**src/rtl/serial_add_ctrl_pkg.sv**
```systemverilog
// Shared definitions for the bit-serial add/subtract sequencer.
//   CPU_WIDTH : default datapath width of the 6-bit CPU
//   state_e   : sequencer state encoding (2 bits)
package serial_add_ctrl_pkg;

  localparam int unsigned CPU_WIDTH = 6;

  typedef enum logic [1:0] {
    ST_IDLE  = 2'd0,
    ST_SHIFT = 2'd1,
    ST_DONE  = 2'd2
  } state_e;

endpackage

```
**src/rtl/full_adder.sv**
```systemverilog
// Single-bit full adder, purely combinational.
//   a, b, c_in : addend bits and carry in
//   s, c_out   : sum bit and carry out
module full_adder (
  input  logic a,
  input  logic b,
  input  logic c_in,
  output logic s,
  output logic c_out
);

  assign s     = a ^ b ^ c_in;
  assign c_out = (a & b) | (c_in & (a ^ b));

endmodule

```
**src/rtl/serial_add_ctrl.sv**
```systemverilog
// Bit-serial add/subtract sequencer. One full_adder is time-shared over all operand
// bits, LSB first, one bit per clock.
//   clk, rst      : clock, asynchronous active-high reset
//   start, sub    : request an operation (sampled in IDLE); 0 = a+b, 1 = a-b
//   a, b          : operands, sampled with start
//   busy          : high while bits are being processed
//   done          : one-cycle pulse, result and flags valid
//   result        : sum/difference, held until the next accepted start
//   c_out         : carry out of MSB (for subtraction 1 = no borrow)
//   overflow      : signed overflow
//   zero          : result == 0
module serial_add_ctrl
  import serial_add_ctrl_pkg::*;
#(
  parameter int unsigned WIDTH = CPU_WIDTH,
  parameter int unsigned CNT_W = 3
) (
  input  logic             clk,
  input  logic             rst,
  input  logic             start,
  input  logic             sub,
  input  logic [WIDTH-1:0] a,
  input  logic [WIDTH-1:0] b,
  output logic             busy,
  output logic             done,
  output logic [WIDTH-1:0] result,
  output logic             c_out,
  output logic             overflow,
  output logic             zero
);

  state_e             state_q, state_d;
  logic [WIDTH-1:0]   a_sh_q, a_sh_d;
  logic [WIDTH-1:0]   b_sh_q, b_sh_d;
  logic [WIDTH-1:0]   sum_sh_q, sum_sh_d;
  logic               carry_q, carry_d;
  logic               c_msb_in_q, c_msb_in_d;
  logic [CNT_W-1:0]   count_q, count_d;
  logic [WIDTH-1:0]   result_q, result_d;
  logic               c_out_q, c_out_d;
  logic               overflow_q, overflow_d;
  logic               zero_q, zero_d;

  logic               fa_s;
  logic               fa_co;
  logic [WIDTH-1:0]   sum_next;

  full_adder u_full_adder (
    .a     (a_sh_q[0]),
    .b     (b_sh_q[0]),
    .c_in  (carry_q),
    .s     (fa_s),
    .c_out (fa_co)
  );

  // Sum bits enter at the MSB, so after WIDTH shifts bit 0 holds the LSB.
  assign sum_next = {fa_s, sum_sh_q[WIDTH-1:1]};

  always_comb begin
    state_d    = state_q;
    a_sh_d     = a_sh_q;
    b_sh_d     = b_sh_q;
    sum_sh_d   = sum_sh_q;
    carry_d    = carry_q;
    c_msb_in_d = c_msb_in_q;
    count_d    = count_q;
    result_d   = result_q;
    c_out_d    = c_out_q;
    overflow_d = overflow_q;
    zero_d     = zero_q;

    case (state_q)
      ST_IDLE: begin
        if (start) begin
          // Subtraction as a + ~b + 1: the +1 enters as the initial carry.
          a_sh_d   = a;
          b_sh_d   = sub ? ~b : b;
          carry_d  = sub;
          count_d  = '0;
          sum_sh_d = '0;
          state_d  = ST_SHIFT;
        end
      end
      ST_SHIFT: begin
        sum_sh_d = sum_next;
        a_sh_d   = a_sh_q >> 1;
        b_sh_d   = b_sh_q >> 1;
        carry_d  = fa_co;
        if (count_q == CNT_W'(WIDTH - 2)) begin
          c_msb_in_d = fa_co;
        end
        if (count_q == CNT_W'(WIDTH - 1)) begin
          state_d    = ST_DONE;
          result_d   = sum_next;
          c_out_d    = fa_co;
          overflow_d = c_msb_in_q ^ fa_co;
          zero_d     = (sum_next == '0);
        end else begin
          count_d = count_q + CNT_W'(1);
        end
      end
      ST_DONE: begin
        state_d = ST_IDLE;
      end
      default: begin
        state_d = ST_IDLE;
      end
    endcase
  end

  always_ff @(posedge clk or posedge rst) begin
    if (rst) begin
      state_q    <= ST_IDLE;
      a_sh_q     <= '0;
      b_sh_q     <= '0;
      sum_sh_q   <= '0;
      carry_q    <= 1'b0;
      c_msb_in_q <= 1'b0;
      count_q    <= '0;
      result_q   <= '0;
      c_out_q    <= 1'b0;
      overflow_q <= 1'b0;
      zero_q     <= 1'b0;
    end else begin
      state_q    <= state_d;
      a_sh_q     <= a_sh_d;
      b_sh_q     <= b_sh_d;
      sum_sh_q   <= sum_sh_d;
      carry_q    <= carry_d;
      c_msb_in_q <= c_msb_in_d;
      count_q    <= count_d;
      result_q   <= result_d;
      c_out_q    <= c_out_d;
      overflow_q <= overflow_d;
      zero_q     <= zero_d;
    end
  end

  assign busy     = (state_q == ST_SHIFT);
  assign done     = (state_q == ST_DONE);
  assign result   = result_q;
  assign c_out    = c_out_q;
  assign overflow = overflow_q;
  assign zero     = zero_q;

endmodule

```
**config.mk**
```make
export PLATFORM = sky130hd
export DESIGN_NAME = serial_add_ctrl
export DESIGN_NICKNAME = d
export VERILOG_FILES = /design/src/rtl/serial_add_ctrl_pkg.sv /design/src/rtl/full_adder.sv /design/src/rtl/serial_add_ctrl.sv
export SDC_FILE = /design/constraint.sdc
export NUM_CORES = 1
export LEC_CHECK = 0
export CAP_MARGIN = 20
export CORE_MARGIN = 5
export CORE_UTILIZATION = 56
export CTS_BUF_LIST = sky130_fd_sc_hd__clkbuf_8 sky130_fd_sc_hd__clkbuf_16
export CTS_CLUSTER_DIAMETER = 60
export DETAILED_ROUTE_END_ITERATION = 8
export HOLD_SLACK_MARGIN = 0.03
export MAX_ROUTING_LAYER = met4
export PLACE_DENSITY = 0.94
export RECOVER_POWER = 100
export SYNTH_ARGS = -nofsm -noshare
export SYNTH_HDL_FRONTEND = slang
export SYNTH_SLANG_ARGS = --single-unit
```
**constraint.sdc**
```tcl
create_clock -name clk -period 3.73 [get_ports clk]
set_input_delay 0.746 -clock clk [delete_from_list [all_inputs] [get_ports clk]]
set_output_delay 0.746 -clock clk [all_outputs]
set_load 0.03 [all_outputs]
```
**Word-level counts from Yosys, hierarchy flattened**

Cells that the tools add are included.

- Input bits: 16
- Word-level logic and storage cells: 49
- Output and inout port bits: 11
- Flip-flop bits (word level): 34

- Reduce and logical (&&, ||, !) cells: 8
- Add/subtract/negate cells: 1
- Multiplexer cells: 15
- Bitwise operators: 7
- Eq/ne operators: 7

Operators by type and width:

| cell | number |
|---|---|
| 6-bit case mux with 2 select lines | 3 |
| 6-bit 2-to-1 mux | 4 |
| 2-bit AND reduction | 4 |
| 3-bit equality test, second input constant | 2 |
| 6-bit logical NOT | 1 |
| 3-bit 2-to-1 mux | 2 |
| 6-bit NOT | 1 |
| 3-bit case mux with 2 select lines | 1 |
| 2-bit 2-to-1 mux | 2 |
| 2-bit inequality test, second input constant | 2 |
| 2-bit case mux with 2 select lines | 1 |
| 3-bit by 1-bit adder with 3-bit output, second input constant | 1 |
| 3-bit AND reduction | 1 |
| 1-bit bitwise XOR | 3 |
| 1-bit AND | 2 |
| 2-bit by 1-bit equality test with 1-bit output, second input constant | 1 |
| 2-bit equality test, second input constant | 1 |
| 2-bit logical NOT | 1 |
| 2-bit by 1-bit inequality test with 1-bit output, second input constant | 1 |
| 1-bit case mux with 2 select lines | 1 |
| 2-bit nonzero test | 1 |
| 1-bit 2-to-1 mux | 1 |
| 1-bit bitwise OR | 1 |

**Longest topological paths before layout**

Gate-level depths: netlist (run 1).

- Depth in word-level cells: 4
- Gate-level depth with buffers: 6
- Gate-level depth less buffers: 5

**Hierarchy**

A second synthesis (run 1) with hierarchy kept.

- Cells, all modules: 145
- Area total of the unflattened synthesis: 1626.6 um^2

By module, submodules not included:

| module | instances | cells each | seq. area each (um^2) | area an instance (um^2) |
|---|---|---|---|---|
| serial_add_ctrl | 1 | 144 | 825.8 | 1606.5 |
| full_adder | 1 | 1 | 0.0 | 20.0 |

**Worst setup path before layout (run 1)**

No wires, ideal clock.

- Path kind: flip-flop to output port
- Start: reg state_q[0]
- End: out done
- Cell stages (with the launch flop): 4
- Data required time: 2.984 ns
- Setup slack: 1.799 ns
- Arrival: 1.185 ns
- Path buffers: 2
- Cell sequence: dfrtp_1 -> buf_4 -> buf_4 -> nor2_1

- Cells in the longest elaborated chain, start to end: 1

Ends and longest elaborated chain:

| what | line | RTL |
|---|---|---|
| from (decl) | serial_add_ctrl.sv:32 | `state_e state_q, state_d;` |
| from (signal assigned) | serial_add_ctrl.sv:125 | `state_q <= state_d;` |
| 2-bit equality test | serial_add_ctrl.sv:140 | `assign done = (state_q == ST_DONE);` |
| to (decl) | serial_add_ctrl.sv:25 | `output logic done,` |

No other way between the ends.

**Final worst setup path (run 1)**

- Start: reg state_q[1]
- End: out busy

- Cells in the longest elaborated chain, start to end: 1

Ends and longest elaborated chain:

| what | line | RTL |
|---|---|---|
| 2-bit by 1-bit equality test with 1-bit output | serial_add_ctrl.sv:139 | `assign busy = (state_q == ST_SHIFT);` |
| to (decl) | serial_add_ctrl.sv:24 | `output logic busy,` |

No other way between the ends.

==> run summary, run 1 <==
Nature of the critical path startpoint -> flip-flop
Post-Synthesis Cells -> 144
Largest cells by area after synthesis -> dfrtp_1, mux2_2, a21oi_1
Yosys reg bits -> 33
Initial detailed-routing violation count -> 59
# DRC -> 0
Actual slew at the worst max-slew pin -> 1.69 ns
Cell Rows -> 19
Worst vdd ir -> 0.706 mV
Synth area leader -> dfrtp_1
Die X -> 64.1 um
Per-cell routed wire length -> 15.7 um
Nature of the critical path endpoint -> primary output
Final Cycle Share -> 76.9%
Vias in the first global route -> 1223
Max cap viols -> 1
Max Clock Skew -> 0.00544 ns
CTS tree -> built
Placer Congestion -> 0.798
Placed cell area -> 0.00189 mm2
Combinational power share -> 39.9%
P_int -> 0.00101 W
Max_slew headroom -> -12.7%
Sw Share -> 36.6%
Antenna Violating Nets Remaining -> 0
Crit-path slowest cell -> dlygate4sd3_1
Top-count cell post-synth -> dfrtp_1
Die height -> 64.1 um
Fmax -> 349 MHz
CP required -> 2.98 ns
Critical path fanouts, max -> 21
I/O pin cnt -> 27
Die area -> 0.00410 mm2
Share of the synthesized area in the top cell type -> 50.5%
Final WL -> 3.16 mm
Nets@finish -> 189
Post CTS Setup Buffer Count -> 0
Post-CTS sizing -> 0
HP Class -> reg -> reg
Ys flop type -> dfrtp_1
H-Tree Depth -> 2
Synth cell types -> 37
Final Slew Violations -> 34
Post-synth EDFFs -> 0
Pwr Density -> 803 mW/mm2
Clock group share of total power -> 21.3%
Dpl hpwl -> 2.32 mm
Initial antenna violation count -> 0
Slowest cell delay on critical path -> 0.80 ns
Cell Chain, Critical Path -> nor2b_4 -> dlygate4sd3_1
Min Tclk post-route -> 2.87 ns
Final hold violation count -> 0
Number of I/O port buffers -> 26
Clk slew on worst S/H paths -> 0.07 ns
Largest net degree at the start of global routing -> 34
Failing checks -> max-capacitance violations, max-slew violations
Clock latency on the worst-skew pair -> 0.28 ns
Sink Count -> 33
CTS root buf -> clkbuf_8
Synth Area per Inst -> 11.4 um2
Ys async rst share -> 100%
Filler Cells Inserted -> 219
Final setup violation count -> 0
CP bufs+invs -> 1
Final core occ -> 71.0%
Setup repair after global routing missed its margin -> false
Layout cell share with drive strength beyond 1 -> 10.6%
CP Class -> reg -> out
Fin Hold WS -> 0.477 ns
Largest delay share family, worst path -> buffers and inverters
Synthesis Warnings -> 0
Synth top cells by count -> dfrtp_1, nand2_1, a21oi_1
Clock Tree Buf Depth -> 2
Synth Net Count -> 164
Total CTS buffers -> 5
Total Neg Setup Slack -> 0 ns
Worst Path Arrival -> 2.12 ns
Hold bufs inserted after CTS -> 0
Sw Pwr -> 0.000581 W
Sequential share of power -> 38.9%
DR vias -> 1191
Pre-antenna DRT Iters -> 4
Starting Density -> 58.8%
Vias per cell -> 5.93
Sequential area share after synthesis -> 50.5%
Core Box Area -> 0.00278 mm2
N_diodes -> 0
Synthesized area -> 0.00164 mm2
GRT Total Usage -> 17.9%
Final Cell Area -> 0.00198 mm2
First-pass GRT wire length -> 5.58 mm
Cell leakage power -> 0.917 nW
Status -> complete, but fails checks
GR Overflow Total -> 0
Layout area overhead -> 20.7%
layout make-up:
| class | count | area [um2] | share of cell area (%) |
|---|---|---|---|
| tap | 31 | 38.8 | 1.96 |
| inverter | 8 | 30.0 | 1.52 |
| clock inverter | 2 | 33.8 | 1.71 |
| timing repair buffer | 28 | 272 | 13.7 |
| clock buffer | 6 | 82.6 | 4.18 |
| sequential | 33 | 826 | 41.8 |
| multi-input combinational | 93 | 693 | 35.1 |
cells in the final DEF (no fill, tap or decap), drive strengths merged, types with 2 or more instances in the layout:
cell type,instances
a22o,6
xnor2,6
o21ai,10
nand3,2
o211ai,2
a221o,3
inv,9
o32ai,3
a21oi,11
a22oi,3
nor2,2
nor2b,5
clkbuf,7
nand2,12
ha,3
dlygate4sd3,13
and3b,5
dfrtp,33
mux2,8
clkdlybuf4s50,13
layer usage:
layer	routed length [um]	up-vias	part of all wire, %	global-route usage, %
met5	0	-	0	-
met4	48	0	1.5	7.79
met3	148	7	4.7	5.08
met2	1640	34	52	29.0
met1	1320	582	42	20.5
li1	-	568	-	-
power groups by stage:
stage	combinational, W	sequential (W)	clock, W
5_1_grt	0.000697	0.000640	0.000361
2_1_floorplan	0.000441	0.000665	0
3_3_place_gp	0.000642	0.000618	0
4_1_cts	0.000677	0.000624	0.000344
3_5_place_dp	0.000676	0.000628	0
6_report	0.000633	0.000617	0.000337
state kept, by name (all words and copies together), names as in the netlist:
register,flops
sum_sh_q,5
count_q,3
c_out,1
zero,1
c_msb_in_q,1
carry_q,1
a_sh_q,6
result,6
overflow,1
state_q,2
b_sh_q,6
cell families after synthesis:
kind of cell | share of synthesized area (%)
AOI/OAI and AO/OA | 17.8
xor gates and xnor gates | 3.75
adders and majority gates | 3.52
buffers and inverters | 5.66
DFF | 50.5
muxes | 5.73
and+or+nand+nor | 13.1
through the flow:
stage          power, W  std cells  setup WS, ns
5_1_grt         0.00170        201         0.761
3_3_place_gp    0.00126        193          1.26
6_report        0.00159        201         0.862
4_1_cts         0.00165        201         0.909
3_5_place_dp    0.00130        193          1.16
2_1_floorplan   0.00111        144          1.80
worst register-to-register path, delay by kind of cell (launching register included):
kind | cells | cell delay, ns
DFF | 1 | 0.61
AOI/OAI and AO/OA | 1 | 0.48
and+or+nand+nor | 1 | 0.68
final timing paths:
check                                            start                endpoint  slack [ns]  cells past startpoint
worst max-delay path            state_q[1]$_DFFE_PP0P_                    busy        0.86                      2
worst min register to register        zero$_DFFE_PP0P_        zero$_DFFE_PP0P_        0.48                      2
max in group asynchronous                          rst  count_q[2]$_DFFE_PP0P_        1.26                      3
worst min-delay path                  zero$_DFFE_PP0P_        zero$_DFFE_PP0P_        0.48                      2
worst max register to register  state_q[1]$_DFFE_PP0P_        zero$_DFFE_PP0P_        1.85                      2
min in group asynchronous                          rst   result[4]$_DFFE_PP0P_        1.49                      3
Power figures use the tool's default switching activity.
==> run 2, diff against run 1 <==
--- a/config.mk
+++ b/config.mk
@@ -7,13 +7,13 @@
 export LEC_CHECK = 0
 export CAP_MARGIN = 20
 export CORE_MARGIN = 5
-export CORE_UTILIZATION = 56
+export CORE_UTILIZATION = 52
 export CTS_BUF_LIST = sky130_fd_sc_hd__clkbuf_8 sky130_fd_sc_hd__clkbuf_16
 export CTS_CLUSTER_DIAMETER = 60
 export DETAILED_ROUTE_END_ITERATION = 8
 export HOLD_SLACK_MARGIN = 0.03
 export MAX_ROUTING_LAYER = met4
-export PLACE_DENSITY = 0.94
+export PLACE_DENSITY = 0.89
 export RECOVER_POWER = 100
 export SYNTH_ARGS = -nofsm -noshare
 export SYNTH_HDL_FRONTEND = slang
==> constraint.sdc (replaced) <==
create_clock -name clk -period 2.66 [get_ports clk]
set_input_delay 0.532 -clock clk [delete_from_list [all_inputs] [get_ports clk]]
set_output_delay 0.532 -clock clk [all_outputs]
set_load 0.03 [all_outputs]
==> run 2 against run 1 <==
  * The flow now finishes without violations
  * Worst hold slack gained 0.0079 ns
  * Die area is 6.5% higher
  * Worst setup slack lost 0.55 ns
  * Total power grew 34%
  * Sequential power is 40% higher
  * Core utilization down 5.7 points
  * Design area about the same
  * Clock skew shrank 0.00089 ns
  * Register-to-register slack got worse by 1.3 ns
  * Sequential share of layout area is essentially flat
  * Sequential cell count did not move
  * Clock-buffer cell count down 1
==> run summary, run 2 (synthesis gave the netlist of run 1 again) <==
Status -> finished, final reports clean
Clk slew on worst S/H paths -> 0.07 ns
Reg-to-reg startpoint -> state_q[1]$_DFFE_PP0P_
Met2 Resource Use GR -> 27.8%
Largest net degree at the start of global routing -> 34
Post CTS Setup Buffer Count -> 0
Die height -> 66.1 um
Crit path to -> done
Grt met3 use -> 4.08%
CTS tree -> built
CP Class -> reg -> out
Worst Path Arrival -> 1.82 ns
Cell leakage power -> 0.912 nW
Clock Tree Buf Depth -> 2
Most common cell after layout, fill and taps aside -> dfrtp_1
# DRC -> 0
Setup repair after global routing missed its margin -> false
Nature of the critical path startpoint -> flip-flop
H-Tree Depth -> 2
Core Box Area -> 0.00303 mm2
Final hold violation count -> 0
Final Cell Area -> 0.00198 mm2
Most frequent cells in the layout -> dfrtp_1, clkdlybuf4s50_1, dlygate4sd3_1
Critical R2R Capture -> zero$_DFFE_PP0P_
Actual slew at the worst max-slew pin -> 0.652 ns
Clock latency on the worst-skew pair -> 0.29 ns
Placed cell area -> 0.00193 mm2
Worst Setup SP -> state_q[1]$_DFFE_PP0P_
Vias in the first global route -> 1210
Initial detailed-routing violation count -> 45
Die area -> 0.00437 mm2
Per-cell routed wire length -> 15.2 um
Min Tclk post-route -> 2.35 ns
Number of I/O port buffers -> 26
Fin Hold WS -> 0.485 ns
Starting Density -> 54.0%
Final Cycle Share -> 88.3%
Dpl hpwl -> 2.33 mm
Layout area overhead -> 20.8%
Sink Count -> 33
Max_slew headroom -> 56.4%
N_diodes -> 0
Max cap viols -> 0
Fmax -> 426 MHz
Max Clock Skew -> 0.00455 ns
Worst vdd ir -> 0.486 mV
Pwr Density -> 1080 mW/mm2
Post-CTS sizing -> 0
First-pass GRT wire length -> 5.62 mm
Die X -> 66.1 um
Vias per cell -> 5.50
Cells on worst reg2reg path -> 3
Hold bufs inserted after CTS -> 0
Total CTS buffers -> 5
CTS root buf -> clkbuf_8
Final Slew Violations -> 0
Setup slack, reg-to-reg -> 0.59 ns
GRT Max-Usage Layer -> met2
I/O pin cnt -> 27
GRT Total Usage -> 17.2%
Met1 Use GR -> 21.6%
Placer Congestion -> 0.865
Initial antenna violation count -> 0
Nets@finish -> 193
Total Neg Setup Slack -> 0 ns
Final core occ -> 65.3%
Critical path fanouts, max -> 11
GR Overflow Total -> 0
Final setup violation count -> 0
Layout cell share with drive strength beyond 1 -> 10.9%
HP Class -> reg -> reg
Antenna Violating Nets Remaining -> 0
CP required -> 2.13 ns
Pre-antenna DRT Iters -> 6
DR vias -> 1198
Nature of the critical path endpoint -> primary output
Cell Rows -> 20
Final WL -> 3.32 mm
-- run 2: changes by cell type in the layout (fill, tap and decap cells not counted), sizes merged --
cell    previous run  this run
clkbuf             7         9
clkinv             0         2
buf                1         2
bufinv             1         0
-- run 2: metrics by stage --
stage / std cells / worst slack [ns] / power [W]
2_1_floorplan: 144 / 0.943 / 0.00155
3_3_place_gp: 210 / 0.670 / 0.00180
3_5_place_dp: 210 / 0.557 / 0.00186
4_1_cts: 218 / 0.370 / 0.00222
5_1_grt: 218 / 0.242 / 0.00228
6_report: 218 / 0.312 / 0.00213
-- run 2: how the worst min path moves through the flow --
stage	startpoint	to	slack, ns	cells after the start
after floorplan	a_sh_q[1]$_DFFE_PP0P_	a_sh_q[1]$_DFFE_PP0P_	0.45	2
after global placement	zero$_DFFE_PP0P_	zero$_DFFE_PP0P_	0.46	2
after detailed placement	overflow$_DFFE_PP0P_	overflow$_DFFE_PP0P_	0.48	2
after CTS	a_sh_q[2]$_DFFE_PP0P_	a_sh_q[2]$_DFFE_PP0P_	0.49	2
after global routing	zero$_DFFE_PP0P_	zero$_DFFE_PP0P_	0.51	2
final	overflow$_DFFE_PP0P_	overflow$_DFFE_PP0P_	0.49	2
-- run 2: critical path, cell delays in order, from the launching register on --
cell and delay [ns]:
dfrtp_1 0.58, inv_1 0.11, nor2_1 0.10, dlygate4sd3_1 0.75
-- run 2: power breakdown --
group	leakage [nW]	switching [W]	total, W	internal (W)
sequential	0.430	0.000164	0.000864	0.000699
combinational	0.433	0.000493	0.000908	0.000415
clock	0.0491	0.000183	0.000360	0.000177
-- run 2: layout make-up --
type,count,area (um2)
inverter,8,30.0
fill,244,1050
multi-input combinational,93,693
sequential,33,826
clock buffer,5,68.8
clock inverter,3,13.8
tap,44,55.1
timing repair buffer,32,290
-- run 2: metal layers --
layer,share of wire [%],wire [um]
met5,0,0
met4,0.94,31
met3,4.8,158
met2,50,1670
met1,44,1460
==> run 3, diff against run 2 <==
--- a/config.mk
+++ b/config.mk
@@ -7,13 +7,13 @@
 export LEC_CHECK = 0
 export CAP_MARGIN = 20
 export CORE_MARGIN = 5
-export CORE_UTILIZATION = 52
+export CORE_UTILIZATION = 40
 export CTS_BUF_LIST = sky130_fd_sc_hd__clkbuf_8 sky130_fd_sc_hd__clkbuf_16
-export CTS_CLUSTER_DIAMETER = 60
+export CTS_CLUSTER_DIAMETER = 30
 export DETAILED_ROUTE_END_ITERATION = 8
 export HOLD_SLACK_MARGIN = 0.03
 export MAX_ROUTING_LAYER = met4
-export PLACE_DENSITY = 0.89
+export PLACE_DENSITY = 0.74
 export RECOVER_POWER = 100
 export SYNTH_ARGS = -nofsm -noshare
 export SYNTH_HDL_FRONTEND = slang
==> run 3 against run 2 <==
  * Clock power up 14%
  * Via count grew 0.75%
  * Critical path type unchanged
  * First-iteration DRC count up 16%
  * Largest power group unchanged
  * Final cell count is 2.3% higher
==> run summary, run 3 (synthesis gave the netlist of run 1 again) <==
Filler Cells Inserted -> 369
Pre-antenna DRT Iters -> 4
Min Tclk post-route -> 2.43 ns
Initial antenna violation count -> 0
N_diodes -> 0
Die height -> 74.0 um
Slowest cell delay on critical path -> 0.77 ns
Pwr Density -> 1090 mW/mm2
Setup repair after global routing missed its margin -> false
Total CTS buffers -> 5
Nets@finish -> 192
Clk slew on worst S/H paths -> 0.07 ns
HP Class -> reg -> reg
WP depth -> 2
Actual slew at the worst max-slew pin -> 0.806 ns
Dpl hpwl -> 2.37 mm
CTS root buf -> clkbuf_8
Status -> finished, final reports clean
Critical path fanouts, max -> 15
Final Cycle Share -> 91.5%
Worst vdd ir -> 0.342 mV
DR vias -> 1207
First-pass GRT wire length -> 5.69 mm
GR Overflow Total -> 0
Reg-to-reg startpoint -> state_q[0]$_DFFE_PP0P_
# DRC -> 0
Max_slew headroom -> 46.3%
Pre-CTS WS -> 0.466 ns
Post-CTS sizing -> 0
Hold bufs inserted after CTS -> 0
GRT Total Usage -> 14.0%
CTS tree -> built
Vias per cell -> 5.41
Most common cell after layout, fill and taps aside -> dfrtp_1
I/O pin cnt -> 27
Layout cell share with drive strength beyond 1 -> 11.6%
Largest net degree at the start of global routing -> 34
Initial detailed-routing violation count -> 52
Cell Chain, Critical Path -> nor2b_1 -> dlygate4sd3_1
Number of I/O port buffers -> 26
Most frequent cells in the layout -> dfrtp_1, clkdlybuf4s50_1, dlygate4sd3_1
Die X -> 74.0 um
Clock Tree Buf Depth -> 2
Setup slack, reg-to-reg -> 0.46 ns
Placer Congestion -> 0.790
Final Slew Violations -> 0
Largest delay share family, worst path -> buffers and inverters
Final hold violation count -> 0
Crit path to -> busy
Nature of the critical path endpoint -> primary output
Cell leakage power -> 0.911 nW
Cells on worst reg2reg path -> 3
Worst Setup SP -> state_q[0]$_DFFE_PP0P_
Antenna Violating Nets Remaining -> 0
Crit-path slowest cell -> dlygate4sd3_1
Fmax -> 411 MHz
Sink Count -> 33
Worst Path Arrival -> 1.90 ns
Die area -> 0.00547 mm2
Nature of the critical path startpoint -> flip-flop
Final setup violation count -> 0
Layout area overhead -> 21.8%
Per-cell routed wire length -> 14.7 um
Critical R2R Capture -> zero$_DFFE_PP0P_
CP Class -> reg -> out
CP bufs+invs -> 1
Clock latency on the worst-skew pair -> 0.29 ns
Starting Density -> 41.2%
Max Clock Skew -> 0.00619 ns
Cell Rows -> 23
Vias in the first global route -> 1213
Final WS setup -> 0.227 ns
Max cap viols -> 0
H-Tree Depth -> 2
CP required -> 2.13 ns
Core Box Area -> 0.00397 mm2
Total Neg Setup Slack -> 0 ns
Final WL -> 3.27 mm
Post CTS Setup Buffer Count -> 0
run 3: per-layer routing:
layer	share of wire, %	global-route usage [%]	wire, um	vias up
li1	-	-	-	570
met1	43	16.7	1410	593
met2	50	22.4	1630	38
met5	0	-	0	-
met3	5.7	4.19	188	6
met4	1.5	5.43	48	0
run 3: cell type report:
class | count | area [um2] | share of cell area [%]
repair buffers | 31 | 288 | 14.4
well taps | 50 | 62.6 | 3.14
multi-input cells | 93 | 686 | 34.4
inverters | 8 | 30.0 | 1.51
clock buffers | 7 | 96.3 | 4.83
flip-flops and latches | 33 | 826 | 41.4
clock inverters | 1 | 5.00 | 0.251
run 3: how the worst min path moves through the flow:
stage	startpoint	to	slack [ns]	depth (start not counted)
3_3_place_gp	a_sh_q[3]$_DFFE_PP0P_	a_sh_q[3]$_DFFE_PP0P_	0.46	2
5_1_grt	a_sh_q[1]$_DFFE_PP0P_	a_sh_q[1]$_DFFE_PP0P_	0.51	2
3_5_place_dp	a_sh_q[2]$_DFFE_PP0P_	a_sh_q[2]$_DFFE_PP0P_	0.48	2
4_1_cts	a_sh_q[1]$_DFFE_PP0P_	a_sh_q[1]$_DFFE_PP0P_	0.49	2
2_1_floorplan	a_sh_q[1]$_DFFE_PP0P_	a_sh_q[1]$_DFFE_PP0P_	0.45	2
6_report	a_sh_q[1]$_DFFE_PP0P_	a_sh_q[1]$_DFFE_PP0P_	0.49	2
run 3: metrics by stage:
stage	cells	util, %	hold WS [ns]	area [um2]	power [W]
detailed placement	215	48.7	0.478	1930	0.00185
global route	223	50.2	0.506	1990	0.00233
finish	223	50.2	0.487	1990	0.00217
CTS	223	51.3	0.491	2040	0.00227
floorplan	144	-	0.450	1640	0.00155
global placement	215	48.7	0.461	1930	0.00181
run 3: power breakdown:
group | total [W] | internal, W | switching (W) | leakage (nW)
clock | 0.000410 | 0.000234 | 0.000177 | 0.0542
sequential | 0.000864 | 0.000699 | 0.000164 | 0.430
combinational | 0.000899 | 0.000413 | 0.000487 | 0.427
run 3: worst reg2reg max path, delay by kind of cell, from the launching register on:
family                 cells  cell delay [ns]
and+or+nand+nor            1             0.56
AOI/OAI and AO/OA          1             0.50
buffers and inverters      1             0.44
DFF                        1             0.58
